[src/rtl/axis_pkt_mux_rr.sv]
`default_nettype none
// ============================================================================
//  Module      : axis_pkt_mux_rr
//  Description : NUM_CH-input AXI4-Stream packet multiplexer with
//                packet-granular round-robin arbitration. A granted channel
//                owns the output until its tlast handshake; one arbitration
//                bubble separates consecutive packets.
//                Optional feature macro AXIS_MUX_SRC_TAG_EN: when defined,
//                m_axis_tuser[SRC_TAG_LSB +: clog2(NUM_CH)] carries grant_id.
//  Revision    : 1.0 - initial release
// ============================================================================
module axis_pkt_mux_rr #(
    parameter int NUM_CH      = 4,
    parameter int DATA_WIDTH  = 64,
    parameter int USER_WIDTH  = 128,
    parameter int SRC_TAG_LSB = 32
) (
    input  logic                           clk,
    input  logic                           arst,
    input  logic [NUM_CH*DATA_WIDTH-1:0]   s_axis_tdata,
    input  logic [NUM_CH*DATA_WIDTH/8-1:0] s_axis_tstrb,
    input  logic [NUM_CH*USER_WIDTH-1:0]   s_axis_tuser,
    input  logic [NUM_CH-1:0]              s_axis_tvalid,
    input  logic [NUM_CH-1:0]              s_axis_tlast,
    output logic [NUM_CH-1:0]              s_axis_tready,
    output logic [DATA_WIDTH-1:0]          m_axis_tdata,
    output logic [DATA_WIDTH/8-1:0]        m_axis_tstrb,
    output logic [USER_WIDTH-1:0]          m_axis_tuser,
    output logic                           m_axis_tvalid,
    output logic                           m_axis_tlast,
    input  logic                           m_axis_tready,
    output logic [$clog2(NUM_CH)-1:0]      grant_id,
    output logic                           busy
);

    localparam int c_GW  = $clog2(NUM_CH);
    localparam int c_GW1 = c_GW + 1;
    localparam int c_SW  = DATA_WIDTH / 8;

    localparam logic [c_GW:0]   c_NUM      = c_GW1'(NUM_CH);
    localparam logic [c_GW:0]   c_ONE      = c_GW1'(1);
    localparam logic [c_GW-1:0] c_LAST_CH  = c_GW'(NUM_CH - 1);

    typedef enum logic [0:0] {
        ST_IDLE = 1'b0,
        ST_BUSY = 1'b1
    } state_t;

    state_t          r_state;
    logic [c_GW-1:0] r_grant;
    logic [c_GW-1:0] r_last_grant;

    // Elaboration-time sanity check on the configuration
    generate
        if (NUM_CH < 2 || NUM_CH > 16 || SRC_TAG_LSB < 0) begin : g_param_check
            $error("axis_pkt_mux_rr: unsupported parameter set");
        end
    endgenerate

    // Per-channel views of the flattened input buses
    logic [DATA_WIDTH-1:0] w_tdata_a [NUM_CH];
    logic [c_SW-1:0]       w_tstrb_a [NUM_CH];
    logic [USER_WIDTH-1:0] w_tuser_a [NUM_CH];

    generate
        for (genvar gi = 0; gi < NUM_CH; gi++) begin : g_unpack
            assign w_tdata_a[gi] = s_axis_tdata[gi*DATA_WIDTH +: DATA_WIDTH];
            assign w_tstrb_a[gi] = s_axis_tstrb[gi*c_SW +: c_SW];
            assign w_tuser_a[gi] = s_axis_tuser[gi*USER_WIDTH +: USER_WIDTH];
        end
    endgenerate

    // Round-robin pick: rotate the request vector so that bit 0 is the
    // channel right after last_grant, find the lowest set bit, then map the
    // offset back to an absolute channel number modulo NUM_CH.
    logic [2*NUM_CH-1:0] w_req2;
    logic [NUM_CH-1:0]   w_rot;
    logic [c_GW:0]       w_start;
    logic [c_GW:0]       w_off;
    logic [c_GW:0]       w_sum;
    logic [c_GW-1:0]     w_pick;

    assign w_req2  = {s_axis_tvalid, s_axis_tvalid};
    assign w_start = {1'b0, r_last_grant} + c_ONE;
    assign w_rot   = NUM_CH'(w_req2 >> w_start);

    // Lowest-index requester in the rotated vector wins
    always_comb begin
        w_off = '0;
        for (int j = NUM_CH - 1; j >= 0; j--) begin
            if (w_rot[j]) begin
                w_off = c_GW1'(j);
            end
        end
    end

    assign w_sum  = w_start + w_off;
    assign w_pick = (w_sum >= c_NUM) ? c_GW'(w_sum - c_NUM) : c_GW'(w_sum);

    // Zero-latency pass-through of the granted channel while busy; all
    // outputs are held at zero while idle or in reset.
    always_comb begin
        s_axis_tready = '0;
        m_axis_tdata  = '0;
        m_axis_tstrb  = '0;
        m_axis_tuser  = '0;
        m_axis_tvalid = 1'b0;
        m_axis_tlast  = 1'b0;
        if (r_state == ST_BUSY) begin
            m_axis_tdata           = w_tdata_a[r_grant];
            m_axis_tstrb           = w_tstrb_a[r_grant];
            m_axis_tuser           = w_tuser_a[r_grant];
            m_axis_tvalid          = s_axis_tvalid[r_grant];
            m_axis_tlast           = s_axis_tlast[r_grant];
            s_axis_tready[r_grant] = m_axis_tready;
`ifdef AXIS_MUX_SRC_TAG_EN
            m_axis_tuser[SRC_TAG_LSB +: c_GW] = r_grant;
`endif
        end
    end

    logic w_hs_last;
    assign w_hs_last = m_axis_tvalid & m_axis_tready & m_axis_tlast;

    // Arbitration FSM: grant in IDLE, hold the grant until the tlast handshake
    always_ff @(posedge clk or posedge arst) begin
        if (arst) begin
            r_state      <= ST_IDLE;
            r_grant      <= '0;
            r_last_grant <= c_LAST_CH;
        end else begin
            case (r_state)
                ST_IDLE: begin
                    if (|s_axis_tvalid) begin
                        r_grant      <= w_pick;
                        r_last_grant <= w_pick;
                        r_state      <= ST_BUSY;
                    end
                end
                ST_BUSY: begin
                    if (w_hs_last) begin
                        r_state <= ST_IDLE;
                    end
                end
                default: begin
                    r_state <= ST_IDLE;
                end
            endcase
        end
    end

    assign busy     = (r_state == ST_BUSY);
    assign grant_id = r_grant;

endmodule
`default_nettype wire

[config.mk]
export PLATFORM = sky130hd
export DESIGN_NAME = axis_pkt_mux_rr
export DESIGN_NICKNAME = d
export VERILOG_FILES = /design/src/rtl/axis_pkt_mux_rr.sv
export SDC_FILE = /design/constraint.sdc
export NUM_CORES = 1
export LEC_CHECK = 0
export BUFFER_PORTS_ARGS = -buffer_cell sky130_fd_sc_hd__buf_2
export CORE_AREA = 4 4 394 396
export DETAILED_ROUTE_END_ITERATION = 7
export DIE_AREA = 0 0 398 400
export SYNTH_ARGS = -nofsm -noshare
export SYNTH_HDL_FRONTEND = slang
export SYNTH_SLANG_ARGS = --single-unit
[constraint.sdc]
create_clock -name clk -period 3.45 [get_ports clk]
set_input_delay 1.035 -clock clk [delete_from_list [all_inputs] [get_ports clk]]
set_output_delay 1.035 -clock clk [all_outputs]
set_load 0.02 [all_outputs]
* Yosys cells after proc, flatten, opt, wreduce, memory -nomap -nowiden *
Index checks and enable logic that the tools add are counted.

cells by class
  add/sub/neg operators = 3
  magnitude comparators = 4
  shift-type cells = 1
  muxes and demuxes = 29
  bitwise gates (word level) = 5
  reduce and logical (&&, ||, !) cells = 3

operator list
  operator               count
  $mux W128              3
  $bmux W128 S2          1
  $mux W64               3
  $bmux W64 S2           1
  $mux W8                3
  $bmux W8 S2            1
  $mux W2                4
  $shr A8 B3 Y4          1
  $mux W1                7
  $ge A3 B3 Y1 const B   2
  $and A4 B4 Y4          1
  $bmux W1 S2            2
  $mux W4                1
  $reduce_or A4 Y1       1
  $add A2 B1 Y3 const B  1
  $add A3 B3 Y3          1
  $lt A2 B3 Y1 const B   1
  $mux W3                1
  $not A2 Y3             1
  $and A1 B1 Y1          2
  $demux W1 S2           1
  $ge A2 B1 Y1 const B   1
  $pmux W1 S2            1
  $reduce_and A2 Y1      1
  3 further kinds        3

word-level totals
  register bits = 5
  output and inout bits = 209
  logic and storage cells = 48

* Longest topological paths before layout *
  word-level depth = 9
  depth in mapped cells = 10

* Worst setup path after synthesis *
OpenSTA, ideal clock, no wires.

  path kind = input port to output port
  start = in s_axis_tvalid[3]
  end = out m_axis_tvalid
  arrival time = 1853 ps
  data required time = 2415 ps
  slack = 562 ps
  stages = 3
  path through = buf_6 > mux4_1 > and2_1

between the ends
  longest elaborated chain between the ends = 3

ends and longest elaborated chain
  what                           line  RTL
  start, declared                23    input logic [NUM_CH-1:0] s_axis_tvalid,
  $bmux W1 S2                    113   m_axis_tvalid = s_axis_tvalid[r_grant];
  $mux W1 (implied by the code)  113
  $mux W1                        109   if (r_state == ST_BUSY) begin
  end, declared                  29    output logic m_axis_tvalid,

Every way passes these cells. The select of a mux whose other input is x is not followed.

* Worst setup path after layout *
  start = reg r_grant[0] (netlist: grant_id[0])
  end = out m_axis_tuser[7]

between the ends
  longest elaborated chain between the ends = 5

ends and longest elaborated chain
  what                                           line  RTL
  start, declared                                50    logic [c_GW-1:0] r_grant;
  start signal, assigned                         135   r_grant <= w_pick;
  $not A2 Y3 (implied by the code)               112   m_axis_tuser = w_tuser_a[r_grant];
  $bmux W128 S2                                  112
  $mux W128 (implied by the code) (2 in series)  112
  $mux W128                                      109
  end, declared                                  28    output logic [USER_WIDTH-1:0] m_axis_tuser,

Every way passes these cells. The select of a mux whose other input is x is not followed.

==> impl_metrics.json <==
{
  "final_max_slew_viol_count": 0,
  "p_leak_nw": 6.25,
  "skew_ns": 0.00145,
  "wl_um": 107000,
  "grt_pass1_wl_um": 125000,
  "vias": 11000,
  "final_util_pct": 9.54,
  "die-area_um2": 159000,
  "final_cell_count_no_fill": 3598,
  "synth_cell_types": 34,
  "seq_area_frac_synth_pct": 1.91,
  "required_ns": 2.41,
  "worst_path_max_delay_cell": "mux4_2",
  "critPathCaptureType": "output pin",
  "placed_cells": 3528,
  "hpwl_um": 102000,
  "synth_top_area_share_pct": 67.9,
  "layout_commonest_cell": "buf_2",
  "synthTopCellsByArea": "mux4_2 (68%), and2_1 (19%), buf_6 (2.5%)",
  "tns_ns": 0,
  "rows": 143,
  "fp.dieW_um": 398,
  "ff_latch_area_um2": 139,
  "vdd_ir_drop_max_mv": 0.675,
  "postSynthAreaPerCell_um2": 12.6,
  "core_region_area_um2": 152000,
  "slew_headroom_pct": 56.8,
  "drt-vias-per-instance": 3.06,
  "rrSetupSlack_ns": 1.26,
  "worstPathArrival_ns": 2.28,
  "drive_gt1_share_pct": 83.5,
  "clkPwrFrac_pct": 1.6,
  "power_frac_seq_pct": 1.8,
  "drc_errors": 0,
  "crit_fanout": 30,
  "fin_crit_sh_pct": 96.2,
  "grt_max_degree": 89,
  "mappedNetlistNets": 1342,
  "path_class": "flip-flop to output pin",
  "cts_tree": "done",
  "grt_pass1_vias": 10400,
  "io_pins": 1020,
  "hold_buffers": 0,
  "multi_input_area_um2": 6110,
  "clk_latency_ns": 0.23,
  "p_switching_mw": 7.53,
  "syn-cell-area_um2": 6670,
  "switching_share_pct": 60.9,
  "detail_route.iter0.violations": 1024,
  "numCtsBuffers": 3,
  "pwr-share-comb_pct": 96.6,
  "final-setup-viol-count": 0,
  "worstMarginPinSlew_ns": 0.647,
  "htree_levels": 1,
  "slowest_delay_ns": 0.58,
  "post_cts_buffers": 0,
  "path_clk_slew_ns": 0.04,
  "yosysTopAreaCell": "mux4_2",
  "yosys_warnings": 0,
  "nets": 2315,
  "track_usage_pct": 12.4,
  "holdCritPathClass": "flip-flop to flip-flop",
  "globalplace.congestion": 1.13,
  "cap_violations": 0,
  "critPathLaunchType": "flip-flop",
  "io_buffers": 1019,
  "ys_ff_latch": 5,
  "min_period_ns": 3.32,
  "clock_path_buffers": 2,
  "clkSinkCount": 5,
  "clock.fmax_mhz": 301,
  "fp.dieH_um": 400,
  "syn_inst": 530,
  "antenna_found_initial": 168,
  "rsz0062_at_grt": "false",
  "hold_viol": 0,
  "detail_route.first_pass.iterations": 5,
  "area_delta_synth_final_pct": 117,
  "crit_chain": "buf_12 > buf_4 > mux4_2 > and2_1 > buf_2",
  "post_drt_wl_per_cell_um": 29.8,
  "start_util_pct": 4.40,
  "power_density_nw_per_um2": 855,
  "ctsResizeCount": 0,
  "p_int_mw": 4.83,
  "grt_overflow_total": 0,
  "fillerInstances": 17700,
  "fin_hold_ws_ns": 0.588,
  "mostFrequentLayoutCells": "buf_2 (1019), and2_1 (202), mux4_2 (201), buf_12 (13), nor2_1 (11)",
  "ant_nets": 0,
  "status": "complete, no violations",
  "root_buffer": "clkbuf_16"
}
-- critical path: cells and delay by family, from the launching register on --
| kind | cells | cell delay [ns] |
|---|---|---|
| buf+inv | 3 | 0.74 |
| simple gates | 1 | 0.18 |
| mux | 1 | 0.58 |
| flops | 1 | 0.49 |
-- stage by stage --
step	instance area, um2	setup slack, ns	power, mW
finish	14500	0.132	12.4
global route	14400	0.0344	13.3
CTS	14300	0.0576	12.9
detailed placement	14200	0.0702	12.7
global placement	14200	0.0538	12.6
floorplan	6670	0.562	6.94
-- power by group through the flow --
| stage | Clock, mW | Combinational (mW) | Sequential (mW) |
|---|---|---|---|
| 2_1_floorplan | 0 | 6.81 | 0.125 |
| 3_3_place_gp | 0 | 12.4 | 0.227 |
| 3_5_place_dp | 0 | 12.4 | 0.232 |
| 4_1_cts | 0.201 | 12.5 | 0.232 |
| 5_1_grt | 0.204 | 12.9 | 0.236 |
| 6_report | 0.197 | 11.9 | 0.223 |
-- worst paths after layout --
| kind | from | endpoint | depth (start not counted) |
|---|---|---|---|
| worst max-delay path | grant_id[0] | m_axis_tuser[7] | 5 |
| max in group asynchronous | arst | r_last_grant[1] | 2 |
| min in group asynchronous | arst | grant_id[0] | 2 |
| worst min register to register | r_last_grant[0] | r_last_grant[0] | 2 |
| worst min-delay path | r_last_grant[0] | r_last_grant[0] | 2 |
| worst max register to register | r_last_grant[0] | grant_id[1] | 9 |
-- metal layers --
layer  up-vias  GRT usage, %  wire length [um]
li1       4204             -                 -
met1      5417          11.8             32000
met2      1032          21.6             52600
met3       300          8.52             17900
met4        70          3.48              4340
met5         -         0.493               455
-- sequential cells by signal, indices dropped and copies added (netlist names) --
name	count
grant_id	2
r_last_grant	2
busy	1
-- cells by family (layout without fill, tap and decap cells) --
| logic type | Yosys count | in the layout | share of synthesized area, % |
|---|---|---|---|
| buf+inv | 75 | 1047 | 6.51 |
| flops | 5 | 5 | 1.91 |
| simple gates | 229 | 229 | 20.8 |
| compound gates | 12 | 12 | 1.39 |
| xor+xnor | 3 | 3 | 0.394 |
| fa+ha+maj | 1 | 1 | 0.188 |
| mux | 205 | 205 | 68.8 |
| other cells | 0 | 66 | 0 |
-- layout make-up --
class / count / share of cell area [%]
diodes: 66 / 1.14
clock buffers: 4 / 0.545
inverters: 3 / 0.0779
multi-input cells: 450 / 42.2
flip-flops and latches: 5 / 0.960
well taps: 2030 / 17.6
repair buffers: 1040 / 37.5
-- cells in the mapped netlist (all sizes together) --
cell type and count:
nor4b 1, nand2 6, o21ai 1, mux2 1, o22ai 1, dfrtp 3, nor3b 1, a211oi 2
a22o 1, inv 3, buf 42, o22a 1, mux4 202, nor2 12, dfstp 2, nand2b 3
a21oi 5, xnor2 2, nor2b 1, and2 202, nor3 2, ha 1, xor2 1, nand3 1
a2111oi 1, mux2i 2, clkbuf 30
(Power assumes the default switching activity.)
